$ cat src/rtl/seq_rotator.sv
// Serial 8-bit rotator: one bit per clock in SHIFT, optional bit-reverse on
// the way into the registered result y.
module seq_rotator (
  input  logic       clk,
  input  logic       reset_n,
  input  logic       start,
  input  logic [7:0] a,
  input  logic [2:0] amt,
  input  logic       lr,
  input  logic       rev,
  output logic       ready,
  output logic       done,
  output logic [7:0] y,
  output logic [1:0] o_dbg_state
);

  // Handshake: an operation is accepted on any rising edge where start=1 and
  // ready=1; ready is high only in IDLE and done pulses for one cycle when y
  // holds the new result. start is ignored whenever ready=0.

  typedef enum logic [1:0] {
    S_IDLE  = 2'd0,
    S_SHIFT = 2'd1,
    S_DONE  = 2'd2
  } state_t;

  state_t     r_state;
  state_t     w_state_nxt;
  logic [7:0] r_work;
  logic [2:0] r_cnt;
  logic       r_lr;
  logic       r_rev;
  logic [7:0] r_y;
  logic [7:0] w_rot;
  logic [7:0] w_final;
  logic [7:0] w_final_rev;
  logic       w_accept;

  assign w_accept = (r_state == S_IDLE) && start;

  always_comb begin
    w_rot = r_lr ? {r_work[6:0], r_work[7]} : {r_work[0], r_work[7:1]};
  end

  // Word that enters y: captured operand for amt=0, otherwise the last rotation.
  always_comb begin
    w_final = (r_state == S_IDLE) ? a : w_rot;
    for (int i = 0; i < 8; i++) begin
      w_final_rev[i] = w_final[7-i];
    end
  end

  always_comb begin
    w_state_nxt = r_state;
    case (r_state)
      S_IDLE:  if (start) w_state_nxt = (amt != 3'd0) ? S_SHIFT : S_DONE;
      S_SHIFT: if (r_cnt == 3'd1) w_state_nxt = S_DONE;
      S_DONE:  w_state_nxt = S_IDLE;
      default: w_state_nxt = S_IDLE;
    endcase
  end

  always_ff @(posedge clk or negedge reset_n) begin
    if (!reset_n) begin
      r_state <= S_IDLE;
    end else begin
      r_state <= w_state_nxt;
    end
  end

  always_ff @(posedge clk or negedge reset_n) begin
    if (!reset_n) begin
      r_work <= 8'h00;
      r_cnt  <= 3'd0;
      r_lr   <= 1'b0;
      r_rev  <= 1'b0;
      r_y    <= 8'h00;
    end else begin
      if (w_accept) begin
        r_work <= a;
        r_cnt  <= amt;
        r_lr   <= lr;
        r_rev  <= rev;
        if (amt == 3'd0) begin
          r_y <= rev ? w_final_rev : w_final;
        end
      end else if (r_state == S_SHIFT) begin
        r_work <= w_rot;
        r_cnt  <= r_cnt - 3'd1;
        if (r_cnt == 3'd1) begin
          r_y <= r_rev ? w_final_rev : w_final;
        end
      end
    end
  end

  assign ready       = (r_state == S_IDLE);
  assign done        = (r_state == S_DONE);
  assign y           = r_y;
  assign o_dbg_state = r_state;

endmodule

$ cat config.mk
export PLATFORM = sky130hd
export DESIGN_NAME = seq_rotator
export DESIGN_NICKNAME = d
export VERILOG_FILES = /design/src/rtl/seq_rotator.sv
export SDC_FILE = /design/constraint.sdc
export NUM_CORES = 1
export LEC_CHECK = 0
export BUFFER_PORTS_ARGS = -buffer_cell sky130_fd_sc_hd__buf_2
export CORE_MARGIN = 5
export CORE_UTILIZATION = 53
export DETAILED_ROUTE_END_ITERATION = 10
export GPL_TIMING_DRIVEN = 0
export MAX_ROUTING_LAYER = met4
export PLACE_DENSITY = 0.85
export RECOVER_POWER = 25
export SKIP_LAST_GASP = 1
export SYNTH_ARGS = -nofsm -noshare
export SYNTH_HDL_FRONTEND = slang
export SYNTH_SLANG_ARGS = --single-unit
$ cat constraint.sdc
create_clock -name clk -period 1.9 [get_ports clk]
set_input_delay 0.19 -clock clk [delete_from_list [all_inputs] [get_ports clk]]
set_output_delay 0.19 -clock clk [all_outputs]
set_load 0.1 [all_outputs]
; ---- Yosys cells after proc, flatten, opt, wreduce, memory -nomap -nowiden
; Cells that the tools add are included.
[totals]
regBits = 23
inputBits = 16
output_inout_bits = 12
[op_classes]
addsub = 1
eq_ne = 6
mux = 16
reduce_logical = 8
[ops]
columns = cell, count
row1 = 8-bit 2-to-1 mux, 10
row2 = 2-bit 2-to-1 mux, 3
row3 = 3-bit 2-to-1 mux, 2
row4 = "2-bit inequality test, second input constant", 2
row5 = 2-bit case mux with 2 select lines, 1
row6 = 2-bit nonzero test, 2
row7 = "3-bit by 1-bit equality test with 1-bit output, second input constant", 1
row8 = 3-bit logical NOT, 1
row9 = 3-bit AND reduction, 1
row10 = 3-bit nonzero test, 1
row11 = "3-bit by 1-bit subtractor with 3-bit output, second input constant", 1
row12 = "2-bit by 1-bit equality test with 1-bit output, second input constant", 1
row13 = "2-bit equality test, second input constant", 1
row14 = 2-bit logical NOT, 1
row15 = "2-bit by 1-bit inequality test with 1-bit output, second input constant", 1
row16 = 2-bit AND reduction, 1
row17 = 1-bit logical AND, 1

; ---- Logic depth before layout (Yosys ltp)
[depth]
word_depth = 6
depth_mapped = 5
mapped_depth_nobuf = 5

; ---- Least setup slack after synthesis
; No wires, ideal clock.
[synth_timing]
path_kind = reg2reg
start = register r_state[0] (netlist: o_dbg_state[0])
end = register r_y[0] (netlist: y[0])
setup_time_ns = 0.126
arrival_time_ns = 2.793
required_ns = 1.774
path_slack_ns = -1.020
path_stages_with_launch = 6
n_path_buf = 1
synth_period_minus_slack_ns = 2.920
cell_sequence = dfrtp_1 clkbuf_1 nor2_2 mux2i_1 mux2i_1 mux2_4
[synth_via]
elab_chain_cells = 6
[synth_lines]
columns = item, line
row1 = "start, declared", 27  ; state_t r_state;
row2 = "start signal, assigned", 67  ; r_state <= w_state_nxt;
row3 = 2-bit logical NOT (*), -
row4 = net ready, 11  ; output logic ready,
row5 = 8-bit 2-to-1 mux, 47  ; w_final = (r_state == S_IDLE) ? a : w_rot;
row6 = 8-bit 2-to-1 mux, 91  ; r_y <= r_rev ? w_final_rev : w_final;
row7 = 8-bit 2-to-1 mux, 90  ; if (r_cnt == 3'd1) begin
row8 = 8-bit 2-to-1 mux, 87  ; end else if (r_state == S_SHIFT) begin
row9 = 8-bit 2-to-1 mux, 79  ; if (w_accept) begin
row10 = "end signal, assigned", 85  ; r_y <= rev ? w_final_rev : w_final;
row11 = "end signal, assigned", 91
row12 = "end, declared", 33  ; logic [7:0] r_y;
; The timed path passes the listed nets; every way through them passes the cells marked *. The select of a mux whose other input is x is not followed.
; A chain may end at the register's enable or synchronous reset.

; ---- Worst setup path in the final report
[layout_timing]
start = register r_state[0] (netlist: o_dbg_state[0])
end = output done
[layout_via]
elab_chain_cells = 1
[layout_lines]
columns = item, line
row1 = 2-bit equality test, 98  ; assign done = (r_state == S_DONE);
row2 = "end, declared", 12  ; output logic done,
; No other way between the ends.

==> impl_metrics.json <==
{
  "drt_first_pass_iters": 5,
  "die_width_microns": 60.0,
  "syn_avg_cell_area_sq_um": 11.3,
  "drive_gt1_frac": 0.384,
  "placed_cells": 175,
  "hold_depth": 2,
  "cap_violations": 0,
  "grt_pass1_wl_mm": 4.99,
  "multi_input_area_sq_um": 708,
  "start_util": 0.546,
  "slowest_delay_ps": 500,
  "antenna_found_initial": 0,
  "cts_num_sinks": 23,
  "path_max_fanout": 10,
  "rsz0062_at_grt": "true",
  "min_period_ps": 1850,
  "portBuffers": 27,
  "ys_seq_area_frac": 0.434,
  "hold_slack_ps": 104,
  "yosysWarnings": 0,
  "syn_to_final_growth_pct": 21.5,
  "slew_viol_final": 0,
  "grt-ovfl-total": 0,
  "cp_slowest_cell": "dfrtp_4",
  "r2r_slack_ps": 50,
  "wire_per_inst_microns": 17.4,
  "rr_endpoint": "y[1]",
  "synthArstFlopShare": 1.00,
  "holdPathEnd": "r_lr",
  "ant_nets": 0,
  "path_cells": "clkbuf_8, buf_1, nor2b_2, buf_6",
  "setup_viol": 0,
  "grt_max_degree": 24,
  "dpl.hpwl_mm": 2.19,
  "h-tree-depth": 1,
  "hold_violations": 0,
  "fin_worst_skew_ps": 3.08,
  "vias": 1048,
  "period_share": 0.976,
  "hold_path_class": "input pin to flop",
  "clockBufferDepth": 2,
  "crit_path_start_kind": "flop",
  "tightest_slew_ps": 1250,
  "dieArea_sq_um": 3610,
  "outcome": "finished, final reports clean",
  "root_buffer": "clkbuf_4",
  "cts_buffers": 3,
  "fin_nets": 170,
  "netlist_instances": 118,
  "grt_pass1_vias": 1107,
  "cp.required_ps": 1710,
  "critical_path_buf_inv_count": 3,
  "rows": 18,
  "critPathKind": "flop to output pin",
  "antennaDiodeCount": 0,
  "ys_seq_elements": 23,
  "viasPerCell": 5.79,
  "crit_family": "buffers and inverters",
  "hold_path_startpoint": "lr",
  "cts_tree": "yes",
  "max_freq_mhz": 539,
  "num-fill-cells": 196,
  "core_area_sq_um": 2430,
  "syn_area_sq_um": 1330,
  "place_congestion": 0.830,
  "synth_ff_type": "dfrtp_1",
  "drc_errors": 0,
  "final_cells": 181,
  "worstReg2RegStart": "o_dbg_state[1]",
  "synth_cell_types": 23,
  "drt_iter0_drc": 27,
  "clock_latency_ps": 320,
  "path_clk_slew_ps": 130,
  "synth_edf_count": 0,
  "cp.arrival_ps": 1660,
  "synth_nets": 136,
  "r2r_cells": 6,
  "die_y_microns": 60.0,
  "max-slew-margin-rel": 0.164,
  "end_kind": "output pin",
  "ioPinCount": 28,
  "regArea_sq_um": 581,
  "grt_usage": 0.197,
  "drt-total-wl_mm": 3.15
}
## worst max path at each step
stage                              start    to  depth (start not counted)
after global placement    o_dbg_state[1]  y[4]                          5
after CTS                 o_dbg_state[0]  done                          4
final                     o_dbg_state[0]  done                          4
after detailed placement  o_dbg_state[0]  y[5]                          5
after floorplan           o_dbg_state[0]  y[0]                          5
after global routing      o_dbg_state[0]  done                          4
## cell usage after synthesis (3+ instances only)
cell | instances | area share
clkbuf_1 | 4 | 0.011
nor2b_1 | 3 | 0.014
o21ai_0 | 11 | 0.041
mux2i_1 | 16 | 0.12
a21oi_1 | 5 | 0.019
a22oi_1 | 8 | 0.045
dfrtp_1 | 23 | 0.43
mux2_2 | 9 | 0.076
inv_1 | 7 | 0.020
nand2_1 | 9 | 0.025
mux2_4 | 8 | 0.090
## per-layer routing
metal  GRT usage  wire, microns  vias to the layer above
met5           -              0                        -
met2       0.313           1570                       33
met3      0.0389            179                        6
met1       0.231           1320                      513
li1            -              -                      496
met4       0.111             85                        0
## layout by cell type, fill, tap and decap left out, types with 3 or more instances in the layout
| cell type | instances |
|---|---|
| a21oi_1 | 5 |
| clkbuf_1 | 3 |
| mux2_4 | 8 |
| nand2_1 | 9 |
| a22oi_1 | 8 |
| buf_6 | 3 |
| buf_2 | 24 |
| inv_1 | 7 |
| mux2i_1 | 16 |
| dfrtp_1 | 21 |
| o21ai_0 | 11 |
| clkbuf_4 | 3 |
| mux2_2 | 9 |
## metrics by stage
step	TNS, ps	util	area, sq um	setup WS [ps]
CTS	0	0.653	1590	9.40
global route	-41.4	0.663	1610	-32.7
global placement	0	0.626	1520	40.3
floorplan	-2770	-	1350	-330
detailed placement	-308	0.626	1520	-44.7
finish	0	0.663	1610	45.4
## flip-flops by register name, summed over array words and instances (netlist names)
register,cells
r_work,8
y,8
r_cnt,3
o_dbg_state,2
r_lr,1
r_rev,1
## worst reg2reg max path, delay by kind of cell (launching register included)
family,cells,cell delay (ps)
buffers and inverters,2,290
DFF,1,430
muxes,3,610
and+or+nand+nor,1,430
## cell type report
| cell class | instances | area share |
|---|---|---|
| Inverter | 7 | 0.0163 |
| Timing Repair Buffer | 30 | 0.122 |
| Sequential cell | 23 | 0.360 |
| Multi-Input combinational cell | 82 | 0.439 |
| Clock buffer | 4 | 0.0163 |
| Tap cell | 30 | 0.0233 |
| Buffer | 5 | 0.0233 |
## cell families (layout without fill, tap and decap cells)
logic type	Yosys count	count (layout)	share of synthesized area
mux	34	34	0.304
compound gates	29	29	0.135
buf+inv	13	46	0.0424
fa+ha+maj	2	2	0.0188
simple gates	17	17	0.0660
flops	23	23	0.434
## what timing repair did
action,in CTS,in global routing
pin swaps,0,1
resized for setup,3,4
hold endpoints to repair,23,0
setup endpoints to repair,10,12
setup buffers,1,1
hold buffers,1,0
Power is not shown: default switching activity piles up to over one toggle a cycle in this logic, so the estimate is an artifact.
